===== src/rtl/kernel_sched_pkg.sv =====
// -----------------------------------------------------------------------------
// kernel_sched_pkg
// Shared definitions for the 3x3 window-fetch coprocessor:
//   - PIX_W     : width of one RGB444 pixel (12 bits)
//   - WIN_TAPS  : number of pixels in a 3x3 window
//   - COORD_W   : width of the row/column coordinate outputs
//   - sched_state_e : scheduler FSM states (IDLE/FETCH/HOLD/DONE)
//   - tapRowSel/tapColSel : map a tap index 0..8 onto its row/column offset
//     selector, where 0 means -1, 1 means 0 and 2 means +1.
// No ports (package).
// -----------------------------------------------------------------------------
package kernel_sched_pkg;

  localparam int PIX_W    = 12;
  localparam int WIN_TAPS = 9;
  localparam int COORD_W  = 16;

  typedef enum logic [1:0] {
    IDLE  = 2'd0,
    FETCH = 2'd1,
    HOLD  = 2'd2,
    DONE  = 2'd3
  } sched_state_e;

  // Taps are numbered row-major: 0..2 are the row above, 3..5 the centre row,
  // 6..8 the row below.
  function automatic logic [1:0] tapRowSel(input logic [3:0] tap);
    logic [1:0] sel;
    case (tap)
      4'd0, 4'd1, 4'd2: sel = 2'd0;
      4'd3, 4'd4, 4'd5: sel = 2'd1;
      default:          sel = 2'd2;
    endcase
    return sel;
  endfunction

  // Within each row the taps go left, centre, right.
  function automatic logic [1:0] tapColSel(input logic [3:0] tap);
    logic [1:0] sel;
    case (tap)
      4'd0, 4'd3, 4'd6: sel = 2'd0;
      4'd1, 4'd4, 4'd7: sel = 2'd1;
      default:          sel = 2'd2;
    endcase
    return sel;
  endfunction

endpackage


===== src/rtl/kernel_sched_if.sv =====
// -----------------------------------------------------------------------------
// kernel_sched_if
// Bundles the control, pixel-memory and window-output signals of kernel_sched.
//   start      : begin a full-image pass
//   busy/done  : pass in progress / one-cycle completion pulse
//   rd_en/rd_addr/rd_data : pixel-memory read port (data one cycle after rd_en)
//   win_valid/win_ready   : window handshake towards the gray converter
//   rgb_out0/1/2          : window rows r-1/r/r+1, each {col c-1, c, c+1}
//   cur_row/cur_col       : centre coordinate of the presented window
// Modport slave is the scheduler side, modport master the environment side.
// -----------------------------------------------------------------------------
interface kernel_sched_if #(
  parameter int ADDR_W = 19
);
  import kernel_sched_pkg::*;

  logic                 start;
  logic                 busy;
  logic                 done;
  logic                 rd_en;
  logic [ADDR_W-1:0]    rd_addr;
  logic [PIX_W-1:0]     rd_data;
  logic                 win_valid;
  logic                 win_ready;
  logic [3*PIX_W-1:0]   rgb_out0;
  logic [3*PIX_W-1:0]   rgb_out1;
  logic [3*PIX_W-1:0]   rgb_out2;
  logic [COORD_W-1:0]   cur_row;
  logic [COORD_W-1:0]   cur_col;

  modport slave (
    input  start, rd_data, win_ready,
    output busy, done, rd_en, rd_addr, win_valid,
           rgb_out0, rgb_out1, rgb_out2, cur_row, cur_col
  );

  modport master (
    output start, rd_data, win_ready,
    input  busy, done, rd_en, rd_addr, win_valid,
           rgb_out0, rgb_out1, rgb_out2, cur_row, cur_col
  );

endinterface


===== src/rtl/kernel_addr_gen.sv =====
// -----------------------------------------------------------------------------
// kernel_addr_gen
// Turns a window centre plus a tap index into a pixel-memory address. The tap's
// neighbour coordinate is clamped to the image so edge pixels are replicated.
//   row_i, col_i : window centre coordinate
//   tap_i        : tap index 0..8 (row-major within the 3x3 window)
//   addr_o       : clampedRow*IMG_W + clampedCol, computed at ADDR_W width
// -----------------------------------------------------------------------------
module kernel_addr_gen
  import kernel_sched_pkg::*;
#(
  parameter int IMG_W  = 640,
  parameter int IMG_H  = 480,
  parameter int ADDR_W = 19
) (
  input  logic [COORD_W-1:0] row_i,
  input  logic [COORD_W-1:0] col_i,
  input  logic [3:0]         tap_i,
  output logic [ADDR_W-1:0]  addr_o
);

  localparam logic [COORD_W-1:0] ONE     = COORD_W'(1);
  localparam logic [COORD_W-1:0] LAST_ROW = COORD_W'(IMG_H - 1);
  localparam logic [COORD_W-1:0] LAST_COL = COORD_W'(IMG_W - 1);

  logic [1:0]         rowSel;
  logic [1:0]         colSel;
  logic [COORD_W-1:0] effRow;
  logic [COORD_W-1:0] effCol;

  // Pick the neighbour row/column for this tap, holding it at the image border
  // instead of stepping outside, then form the linear address. Every term is
  // widened to ADDR_W before the multiply so the product cannot wrap early.
  always_comb begin
    rowSel = tapRowSel(tap_i);
    colSel = tapColSel(tap_i);

    case (rowSel)
      2'd0:    effRow = (row_i == '0) ? '0 : row_i - ONE;
      2'd2:    effRow = (row_i >= LAST_ROW) ? LAST_ROW : row_i + ONE;
      default: effRow = row_i;
    endcase

    case (colSel)
      2'd0:    effCol = (col_i == '0) ? '0 : col_i - ONE;
      2'd2:    effCol = (col_i >= LAST_COL) ? LAST_COL : col_i + ONE;
      default: effCol = col_i;
    endcase

    addr_o = ADDR_W'(effRow) * ADDR_W'(IMG_W) + ADDR_W'(effCol);
  end

endmodule


===== src/rtl/kernel_sched.sv =====
// -----------------------------------------------------------------------------
// kernel_sched
// Walks every pixel of an IMG_W x IMG_H image in raster order. For each centre
// pixel it reads the 3x3 neighbourhood (edge-replicated) from pixel memory and
// presents it as a window until the downstream path accepts it.
//   clk  : single clock, rising edge
//   rst  : synchronous active-high reset
//   bus  : kernel_sched_if.slave (start/busy/done, memory read port, window
//          handshake, window rows and centre coordinate)
// Per window: 9 read cycles, 1 cycle for the last read data, then HOLD, so a
// window is offered every 11 cycles when win_ready stays high.
// -----------------------------------------------------------------------------
module kernel_sched
  import kernel_sched_pkg::*;
#(
  parameter int IMG_W  = 640,
  parameter int IMG_H  = 480,
  parameter int ADDR_W = 19
) (
  input  logic           clk,
  input  logic           rst,
  kernel_sched_if.slave  bus
);

  localparam logic [COORD_W-1:0] ONE      = COORD_W'(1);
  localparam logic [COORD_W-1:0] LAST_ROW = COORD_W'(IMG_H - 1);
  localparam logic [COORD_W-1:0] LAST_COL = COORD_W'(IMG_W - 1);

  sched_state_e       state_q;
  logic [3:0]         fetchCnt_q;
  logic [COORD_W-1:0] row_q;
  logic [COORD_W-1:0] col_q;
  logic               rdEn_q;
  logic [ADDR_W-1:0]  rdAddr_q;
  logic [PIX_W-1:0]   pix_q [WIN_TAPS];

  logic [COORD_W-1:0] row_d;
  logic [COORD_W-1:0] col_d;
  logic [3:0]         tap_d;
  logic               issueRd;
  logic               lastWin;
  logic [ADDR_W-1:0]  genAddr;

  // Decide which read (if any) goes out on the next cycle and for which centre.
  // rd_en/rd_addr are registered, so the tap for the next cycle is prepared
  // here: tap 0 of a new centre when a pass starts or a window is accepted,
  // otherwise the tap after the one currently being read. fetchCnt_q counts
  // FETCH cycles 0..9; reads happen on counts 0..8.
  always_comb begin
    row_d   = row_q;
    col_d   = col_q;
    tap_d   = 4'd0;
    issueRd = 1'b0;
    lastWin = (row_q == LAST_ROW) && (col_q == LAST_COL);

    case (state_q)
      IDLE: begin
        if (bus.start) begin
          row_d   = '0;
          col_d   = '0;
          issueRd = 1'b1;
        end
      end
      FETCH: begin
        if (fetchCnt_q < 4'd8) begin
          tap_d   = fetchCnt_q + 4'd1;
          issueRd = 1'b1;
        end
      end
      HOLD: begin
        if (bus.win_ready && !lastWin) begin
          if (col_q < LAST_COL) begin
            col_d = col_q + ONE;
          end else begin
            col_d = '0;
            row_d = row_q + ONE;
          end
          issueRd = 1'b1;
        end
      end
      default: begin
      end
    endcase
  end

  kernel_addr_gen #(
    .IMG_W  (IMG_W),
    .IMG_H  (IMG_H),
    .ADDR_W (ADDR_W)
  ) u_addr_gen (
    .row_i  (row_d),
    .col_i  (col_d),
    .tap_i  (tap_d),
    .addr_o (genAddr)
  );

  // Scheduler FSM. Reset wins over everything else. In FETCH, read data
  // arrives one cycle after its strobe, so the slot written on count n is
  // tap n-1; count 9 stores the last tap and moves to HOLD. The window
  // registers are only written in FETCH, which keeps them steady through HOLD.
  always_ff @(posedge clk) begin
    if (rst) begin
      state_q    <= IDLE;
      fetchCnt_q <= 4'd0;
      row_q      <= '0;
      col_q      <= '0;
      rdEn_q     <= 1'b0;
      rdAddr_q   <= '0;
      for (int i = 0; i < WIN_TAPS; i++) begin
        pix_q[i] <= '0;
      end
    end else begin
      rdEn_q   <= issueRd;
      rdAddr_q <= issueRd ? genAddr : '0;

      case (state_q)
        IDLE: begin
          if (bus.start) begin
            state_q    <= FETCH;
            fetchCnt_q <= 4'd0;
            row_q      <= row_d;
            col_q      <= col_d;
          end
        end
        FETCH: begin
          if (fetchCnt_q != 4'd0) begin
            pix_q[fetchCnt_q - 4'd1] <= bus.rd_data;
          end
          if (fetchCnt_q == 4'd9) begin
            state_q <= HOLD;
          end else begin
            fetchCnt_q <= fetchCnt_q + 4'd1;
          end
        end
        HOLD: begin
          if (bus.win_ready) begin
            if (lastWin) begin
              state_q <= DONE;
            end else begin
              state_q    <= FETCH;
              fetchCnt_q <= 4'd0;
              row_q      <= row_d;
              col_q      <= col_d;
            end
          end
        end
        DONE: begin
          state_q <= IDLE;
        end
        default: begin
          state_q <= IDLE;
        end
      endcase
    end
  end

  // Status flags come straight from the state register; everything else is a
  // register already.
  assign bus.busy      = (state_q != IDLE);
  assign bus.done      = (state_q == DONE);
  assign bus.win_valid = (state_q == HOLD);
  assign bus.rd_en     = rdEn_q;
  assign bus.rd_addr   = rdAddr_q;
  assign bus.rgb_out0  = {pix_q[0], pix_q[1], pix_q[2]};
  assign bus.rgb_out1  = {pix_q[3], pix_q[4], pix_q[5]};
  assign bus.rgb_out2  = {pix_q[6], pix_q[7], pix_q[8]};
  assign bus.cur_row   = row_q;
  assign bus.cur_col   = col_q;

endmodule


===== src/flat_wrapper.sv =====
// flat-port wrapper written by rule: the top's interface ports become plain ports
module kernel_sched_flat import kernel_sched_pkg::*;
#(
  parameter int IMG_W  = 640,
  parameter int IMG_H  = 480,
  parameter int ADDR_W = 19
)
  (clk, rst, bus_start, bus_rd_data, bus_win_ready, bus_busy, bus_done, bus_rd_en, bus_rd_addr, bus_win_valid, bus_rgb_out0, bus_rgb_out1, bus_rgb_out2, bus_cur_row, bus_cur_col);
  kernel_sched_if #(.ADDR_W(ADDR_W)) bus_i ();
  input  logic clk;
  input  logic rst;
  input wire logic [$bits(bus_i.start)-1:0] bus_start;
  input wire logic [$bits(bus_i.rd_data)-1:0] bus_rd_data;
  input wire logic [$bits(bus_i.win_ready)-1:0] bus_win_ready;
  output wire logic [$bits(bus_i.busy)-1:0] bus_busy;
  output wire logic [$bits(bus_i.done)-1:0] bus_done;
  output wire logic [$bits(bus_i.rd_en)-1:0] bus_rd_en;
  output wire logic [$bits(bus_i.rd_addr)-1:0] bus_rd_addr;
  output wire logic [$bits(bus_i.win_valid)-1:0] bus_win_valid;
  output wire logic [$bits(bus_i.rgb_out0)-1:0] bus_rgb_out0;
  output wire logic [$bits(bus_i.rgb_out1)-1:0] bus_rgb_out1;
  output wire logic [$bits(bus_i.rgb_out2)-1:0] bus_rgb_out2;
  output wire logic [$bits(bus_i.cur_row)-1:0] bus_cur_row;
  output wire logic [$bits(bus_i.cur_col)-1:0] bus_cur_col;
  assign bus_i.start = bus_start;
  assign bus_i.rd_data = bus_rd_data;
  assign bus_i.win_ready = bus_win_ready;
  assign bus_busy = bus_i.busy;
  assign bus_done = bus_i.done;
  assign bus_rd_en = bus_i.rd_en;
  assign bus_rd_addr = bus_i.rd_addr;
  assign bus_win_valid = bus_i.win_valid;
  assign bus_rgb_out0 = bus_i.rgb_out0;
  assign bus_rgb_out1 = bus_i.rgb_out1;
  assign bus_rgb_out2 = bus_i.rgb_out2;
  assign bus_cur_row = bus_i.cur_row;
  assign bus_cur_col = bus_i.cur_col;
  kernel_sched #(.IMG_W(IMG_W), .IMG_H(IMG_H), .ADDR_W(ADDR_W)) u_core (.clk(clk), .rst(rst), .bus(bus_i));
endmodule

===== config.mk =====
export PLATFORM = sky130hd
export DESIGN_NAME = kernel_sched_flat
export DESIGN_NICKNAME = d
export VERILOG_FILES = /design/src/rtl/kernel_sched_pkg.sv /design/src/rtl/kernel_sched_if.sv /design/src/rtl/kernel_addr_gen.sv /design/src/rtl/kernel_sched.sv /design/src/flat_wrapper.sv
export SDC_FILE = /design/constraint.sdc
export NUM_CORES = 1
export LEC_CHECK = 0
export ABC_AREA = 1
export CELL_PAD_IN_SITES_DETAIL_PLACEMENT = 1
export CELL_PAD_IN_SITES_GLOBAL_PLACEMENT = 2
export CORE_ASPECT_RATIO = 0.8
export CORE_MARGIN = 1.5
export CORE_UTILIZATION = 34
export CTS_CLUSTER_SIZE = 28
export DETAILED_ROUTE_END_ITERATION = 6
export HOLD_SLACK_MARGIN = 0.1
export PLACE_DENSITY_LB_ADDON = 0.1
export SYNTH_ARGS = -nofsm -noshare
export SYNTH_HDL_FRONTEND = slang
export SYNTH_SLANG_ARGS = --single-unit

===== constraint.sdc =====
create_clock -name clk -period 10.1 [get_ports clk]
set_input_delay 2.02 -clock clk [delete_from_list [all_inputs] [get_ports clk]]
set_output_delay 2.02 -clock clk [all_outputs]
set_load 0.1 [all_outputs]

==> impl_metrics.yaml, run 1 <==
status:
  outcome: "complete, no violations"
critical_path:
  worstSetupEndpointType: "flop"
  critPathMaxStageDelay_ps: 620
  slowest_stage: "clkdlybuf4s50_1"
  critPathMaxFanout: 23
  cp_common_cell: "nand2_1"
  reg2reg_depth: 38
  cp_data_required_time_ps: 10430
  cp.arrival_ps: 8030
  timing.rr.end: "u_core.bus.rd_addr[18]$_SDFF_PP0_"
  r2r_setup_slack_ps: 3690
  r2r-start: "u_core.bus.cur_row[0]$_SDFFE_PP0P_"
  crit_type: "in -> reg"
  start_kind: "primary input"
cells_and_area:
  layout_commonest_cell: "nand2_1"
  seqCellArea_mm2: 0.00440
  final_cell_mix: "nand2_1 (258), nor2_1 (237), clkdlybuf4s50_1 (178)"
  postLayoutCellArea_mm2: 0.0127
  diodes: 0
  fin_util: 0.446
  nNetsFinal: 1464
  filler_cell_count: 3405
  multi_input_area_mm2: 0.00486
  final_cells: 1788
  drive_above_1_share: 0.123
  area_growth_pct: 27.5
timing:
  worst_slack_ps: 2400
  min_period_over_period: 0.762
  finalWorstPathRequiredPeriod_ps: 7700
  timing.fmax_ghz: 0.130
  slew-limit-headroom: 0.291
  hold_viol: 0
  skew_ps: 10.7
  rsz0062_at_grt: "no"
  worst_slew_pin_slew_ps: 1060
  setup_violations: 0
  maxSlewViolCount: 0
  fin_hold_ws_ps: 513
  finalSetupTns_ps: 0
route:
  drt-met1-wl_um: 16700
  vias_per_cell: 4.90
  drc: 0
  drt_first_pass_iters: 5
  ant_nets: 0
  wl_met3_um: 1170
  wl_per_cell_um: 18.7
  dr_wl_met2_um: 15100
  dr.first_iter.drc_count: 487
  highest_layer: "met4"
  vias: 8765
  routed_wl_um: 33400
floorplan:
  core_area_mm2: 0.0286
  die_w_um: 195
  die_y_um: 156
  rows: 55
  pin_count: 179
  die-area_mm2: 0.0304
  start_util: 0.350
place:
  placed_area_mm2: 0.0121
  dp_slack_ps: 2030
  gp_congestion: 0.894
  dp_cells: 1758
  dp_hpwl_um: 25400
  portBuffers: 178
clock_network:
  cts-resized-gates: 0
  post_cts_buffers: 0
  cts_tree: "built"
  insertion_delay_ps: 440
  clkTransAtPathRegs_ps: 70
  cts_buffer_depth: 2
  cts_sinks: 166
  htree_num_levels: 4
  holdBufCountCts: 0
  cts_made_buffers: 17
  cts_root_buffer: "clkbuf_16"
logic_synthesis:
  syn_avg_cell_area_um2: 8.10
  synthSimpleGateAreaFrac: 0.323
  synth_compound_area_frac: 0.0772
  synth_top_family_by_area: "simple AND/OR/NAND/NOR gates"
  synth_ff_type: "edfxtp_1"
  syn-cell-area_mm2: 0.00999
  synth.area.mux_share: 0
  synth_fa_ha_area_frac: 0.0529
  syn-num-nets: 1290
  yosys_register_bits: 166
  seq_area_frac_synth: 0.441
  synthDistinctLibCells: 54
  synth-xor-area-share: 0.0324
  synth-edff-count: 108
  yosysWarnings: 0
  synthCells: 1233
  ys_async_sr_fraction: 0
job:
  drv_cap: 0
power:
  ir_drop_v: 0.000145
  power_density_mw_per_mm2: 202
  p_leak_nw: 5.53
  power_mw: 2.57
worst_hold_path:
  worstHoldPathType: "reg -> reg"
  holdPathEnd: "u_core.bus.cur_col[12]$_SDFFE_PP0P_"
  holdCritStartpoint: "u_core.bus.cur_col[12]$_SDFFE_PP0P_"
  holdPathStages: 2
global_routing:
  grt_remaining_overflow: 0
  track_usage: 0.224
  grt_max_degree: 38
  grt_pass1_wl_um: 52100
  antenna_found_initial: 0
  grt_pass1_vias: 9021
cell usage after synthesis, types with 4 or more instances:
library cell | number | share of area
a211oi_1 | 4 | 0.0030
a21oi_1 | 47 | 0.024
a31oi_1 | 5 | 0.0031
buf_2 | 7 | 0.0035
buf_6 | 4 | 0.0045
clkbuf_1 | 15 | 0.0056
clkinv_1 | 12 | 0.0045
dfxtp_1 | 58 | 0.12
edfxtp_1 | 108 | 0.32
ha_1 | 39 | 0.049
inv_1 | 106 | 0.040
inv_2 | 28 | 0.011
inv_4 | 4 | 0.0025
nand2_1 | 258 | 0.097
nand2_2 | 28 | 0.018
nand2_4 | 11 | 0.012
nand3_1 | 78 | 0.039
nand3_2 | 14 | 0.014
nand4_1 | 14 | 0.0088
nor2_1 | 237 | 0.089
nor2_2 | 19 | 0.012
nor2_4 | 10 | 0.011
nor3_1 | 5 | 0.0025
o211ai_1 | 6 | 0.0045
o21ai_0 | 21 | 0.011
o21ai_1 | 10 | 0.0050
o21bai_1 | 6 | 0.0045
o22ai_1 | 4 | 0.0025
xnor2_1 | 5 | 0.0044
xor2_1 | 32 | 0.028
where the power goes:
| part | internal, mW | switching, mW | leakage [nW] | total (mW) |
|---|---|---|---|---|
| clock network | 0.416 | 0.298 | 0.300 | 0.714 |
| logic | 0.310 | 0.767 | 3.65 | 1.08 |
| registers | 0.760 | 0.0185 | 1.59 | 0.779 |
how the worst max path moves through the flow:
stage / start / end / slack, ps / cells past startpoint
floorplan: bus_win_ready / u_core.bus.rd_addr[18]$_SDFF_PP0_ / 3930 / 36
global placement: bus_win_ready / u_core.bus.rd_addr[18]$_SDFF_PP0_ / 2320 / 35
detailed placement: bus_win_ready / u_core.bus.rd_addr[18]$_SDFF_PP0_ / 2030 / 35
CTS: bus_win_ready / u_core.bus.rd_addr[18]$_SDFF_PP0_ / 2470 / 35
global route: bus_win_ready / u_core.bus.rd_addr[18]$_SDFF_PP0_ / 1830 / 35
finish: bus_win_ready / u_core.bus.rd_addr[18]$_SDFF_PP0_ / 2400 / 35
kinds of logic after synthesis:
logic type	after synthesis
buf+inv	178
flops	166
compound gates	123
fa+ha+maj	41
xor+xnor	37
simple gates	688
worst max-delay path: cells and delay by family:
family	cells	cell delay (ps)
compound gates	4	1030
fa+ha+maj	5	1450
simple gates	21	2510
buf+inv	5	980
routing by layer:
layer  vias up  track usage
li1       4349            -
met1      4232        0.319
met2       156        0.355
met3        28       0.0351
met4         0       0.0551
met5         -            0
flip-flops by register name, summed over array words and instances (netlist names):
| name | cells |
|---|---|
| u_core.pix_q | 108 |
| u_core.bus.rd_en | 1 |
| u_core.fetchCnt_q | 4 |
| u_core.bus.rd_addr | 19 |
| u_core.state_q | 2 |
| u_core.bus.cur_row | 16 |
| u_core.bus.cur_col | 16 |
final cells by class:
| cell class | instances | share of cell area |
|---|---|---|
| sequential | 166 | 0.346 |
| inverter | 150 | 0.0450 |
| multi-input combinational | 889 | 0.381 |
| clock buffer | 17 | 0.0334 |
| timing repair buffer | 183 | 0.143 |
| clock inverter | 13 | 0.0153 |
| tap | 370 | 0.0363 |
No activity file was read; power rests on OpenSTA's default activity.
==> run 2, diff against run 1 <==
--- a/config.mk
+++ b/config.mk
@@ -10,7 +10,7 @@
 export CELL_PAD_IN_SITES_GLOBAL_PLACEMENT = 2
 export CORE_ASPECT_RATIO = 0.8
 export CORE_MARGIN = 1.5
-export CORE_UTILIZATION = 34
+export CORE_UTILIZATION = 31
 export CTS_CLUSTER_SIZE = 28
 export DETAILED_ROUTE_END_ITERATION = 6
 export HOLD_SLACK_MARGIN = 0.1
==> constraint.sdc (replaced) <==
create_clock -name clk -period 7.6 [get_ports clk]
set_input_delay 1.52 -clock clk [delete_from_list [all_inputs] [get_ports clk]]
set_output_delay 1.52 -clock clk [all_outputs]
set_load 0.1 [all_outputs]
==> run 2 against run 1 <==
Against the previous run:
- via count is 0.31% higher
- sequential power increased by 34%
- flip-flop and latch count stayed put
- clock power increased by 19%
- final area about the same
- largest power group unchanged
- highest routed layer unchanged
==> impl_metrics.yaml, run 2 (synthesis gave the netlist of run 1 again) <==
critical_path:
  worstSetupEndpointType: "flop"
  cp.arrival_ps: 6950
  critPathMaxFanout: 21
  cp_common_cell: "nand2_1"
  start_kind: "primary input"
  crit_type: "in -> reg"
  critPathMaxStageDelay_ps: 620
  cp_data_required_time_ps: 7930
  slowest_stage: "clkdlybuf4s50_1"
cells_and_area:
  largest-register: "u_core.pix_q"
  drive_above_1_share: 0.124
  nNetsFinal: 1464
  fin_util: 0.404
  layout_commonest_cell: "nand2_1"
  largest_reg_flops: 108
  diodes: 0
  area_growth_pct: 27.6
  filler_cell_count: 3786
  final_cell_mix: "nand2_1 (258), nor2_1 (237), clkdlybuf4s50_1 (178)"
global_routing:
  grt_pass1_vias: 8913
  grt_max_degree: 38
  track_usage: 0.209
  grt_pass1_wl_um: 52700
  antenna_found_initial: 0
  grt_remaining_overflow: 0
place:
  gp_congestion: 0.873
  dp_hpwl_um: 26100
  dp_slack_ps: 597
  portBuffers: 178
clock_network:
  cts_root_buffer: "clkbuf_16"
  cts_made_buffers: 17
  post_cts_buffers: 0
  insertion_delay_ps: 440
  clkTransAtPathRegs_ps: 70
  cts_sinks: 166
  cts-resized-gates: 0
  cts_buffer_depth: 2
  htree_num_levels: 4
  holdBufCountCts: 0
  cts_tree: "built"
route:
  vias_per_cell: 4.78
  routed_wl_um: 34000
  wl_per_cell_um: 18.5
  drc: 0
  ant_nets: 0
  vias: 8792
  dr.first_iter.drc_count: 431
  drt_first_pass_iters: 5
timing:
  rsz0062_at_grt: "no"
  min_period_over_period: 0.871
  skew_ps: 11.8
  hold_viol: 0
  finalSetupTns_ps: 0
  finalWorstPathRequiredPeriod_ps: 6620
  worst_slack_ps: 977
  setup_violations: 0
  slew-limit-headroom: 0.295
  timing.fmax_ghz: 0.151
  worst_slew_pin_slew_ps: 1050
  maxSlewViolCount: 0
  fin_hold_ws_ps: 523
floorplan:
  die_w_um: 204
  pin_count: 179
  rows: 58
  die_y_um: 164
  die-area_mm2: 0.0333
  core_area_mm2: 0.0316
  start_util: 0.316
status:
  outcome: "complete, no violations"
job:
  drv_cap: 0
power:
  p_leak_nw: 5.50
  power_mw: 3.33
  power_density_mw_per_mm2: 262
  ir_drop_v: 0.000201
worst_hold_path:
  worstHoldPathType: "reg -> reg"
run 2: final timing paths:
path / from / to / cells past startpoint / slack [ps]
worst max-delay path: bus_win_ready / u_core.bus.rd_addr[18]$_SDFF_PP0_ / 36 / 980
worst max register to register: u_core.bus.cur_col[0]$_SDFFE_PP0P_ / u_core.bus.rd_addr[18]$_SDFF_PP0_ / 39 / 1410
worst min-delay path: u_core.bus.cur_col[12]$_SDFFE_PP0P_ / u_core.bus.cur_col[12]$_SDFFE_PP0P_ / 2 / 520
worst min register to register: u_core.bus.cur_col[12]$_SDFFE_PP0P_ / u_core.bus.cur_col[12]$_SDFFE_PP0P_ / 2 / 520
run 2: per-layer routing:
layer | track usage | vias up | part of all wire
met5 | 0 | - | 0
met1 | 0.303 | 4290 | 0.51
met4 | 0.0444 | 0 | 0.010
met3 | 0.0289 | 21 | 0.034
li1 | - | 4344 | -
met2 | 0.327 | 137 | 0.45
run 2: cell type report:
| cell class | count | area, µm² | share of cell area |
|---|---|---|---|
| flip-flops and latches | 166 | 4400 | 0.346 |
| well taps | 420 | 526 | 0.0412 |
| inverters | 150 | 573 | 0.0450 |
| multi-input cells | 889 | 4860 | 0.381 |
| clock buffers | 18 | 429 | 0.0337 |
| clock inverters | 14 | 136 | 0.0107 |
| repair buffers | 183 | 1820 | 0.143 |
run 2: per-stage QoR:
stage / cells / area (µm²)
6_report: 1840 / 12700
3_3_place_gp: 1808 / 12200
5_1_grt: 1840 / 12700
4_1_cts: 1840 / 12700
3_5_place_dp: 1808 / 12200
2_1_floorplan: 1233 / 9990
run 2: report_power, final:
part / internal, mW / switching [mW] / total, mW / leakage [nW]
Combinational: 0.416 / 1.03 / 1.45 / 3.65
Clock: 0.435 / 0.416 / 0.851 / 0.269
Sequential: 1.01 / 0.0252 / 1.04 / 1.59
Total: 1.86 / 1.47 / 3.33 / 5.50
run 2: critical path, delay by kind of cell:
family | cells | cell delay, ps
AO/OA/AOI/OAI | 4 | 740
adder cells (fa/ha/maj) | 4 | 1250
buffers and inverters | 6 | 1210
AND/OR/NAND/NOR | 22 | 2210
==> run 3, diff against run 2 <==
--- a/config.mk
+++ b/config.mk
@@ -15,6 +15,7 @@
 export DETAILED_ROUTE_END_ITERATION = 6
 export HOLD_SLACK_MARGIN = 0.1
 export PLACE_DENSITY_LB_ADDON = 0.1
+export SLEW_MARGIN = 20
 export SYNTH_ARGS = -nofsm -noshare
 export SYNTH_HDL_FRONTEND = slang
 export SYNTH_SLANG_ARGS = --single-unit
==> results of run 3 <==
No change in the layout: final DEF, timing and power equal those of run 2.
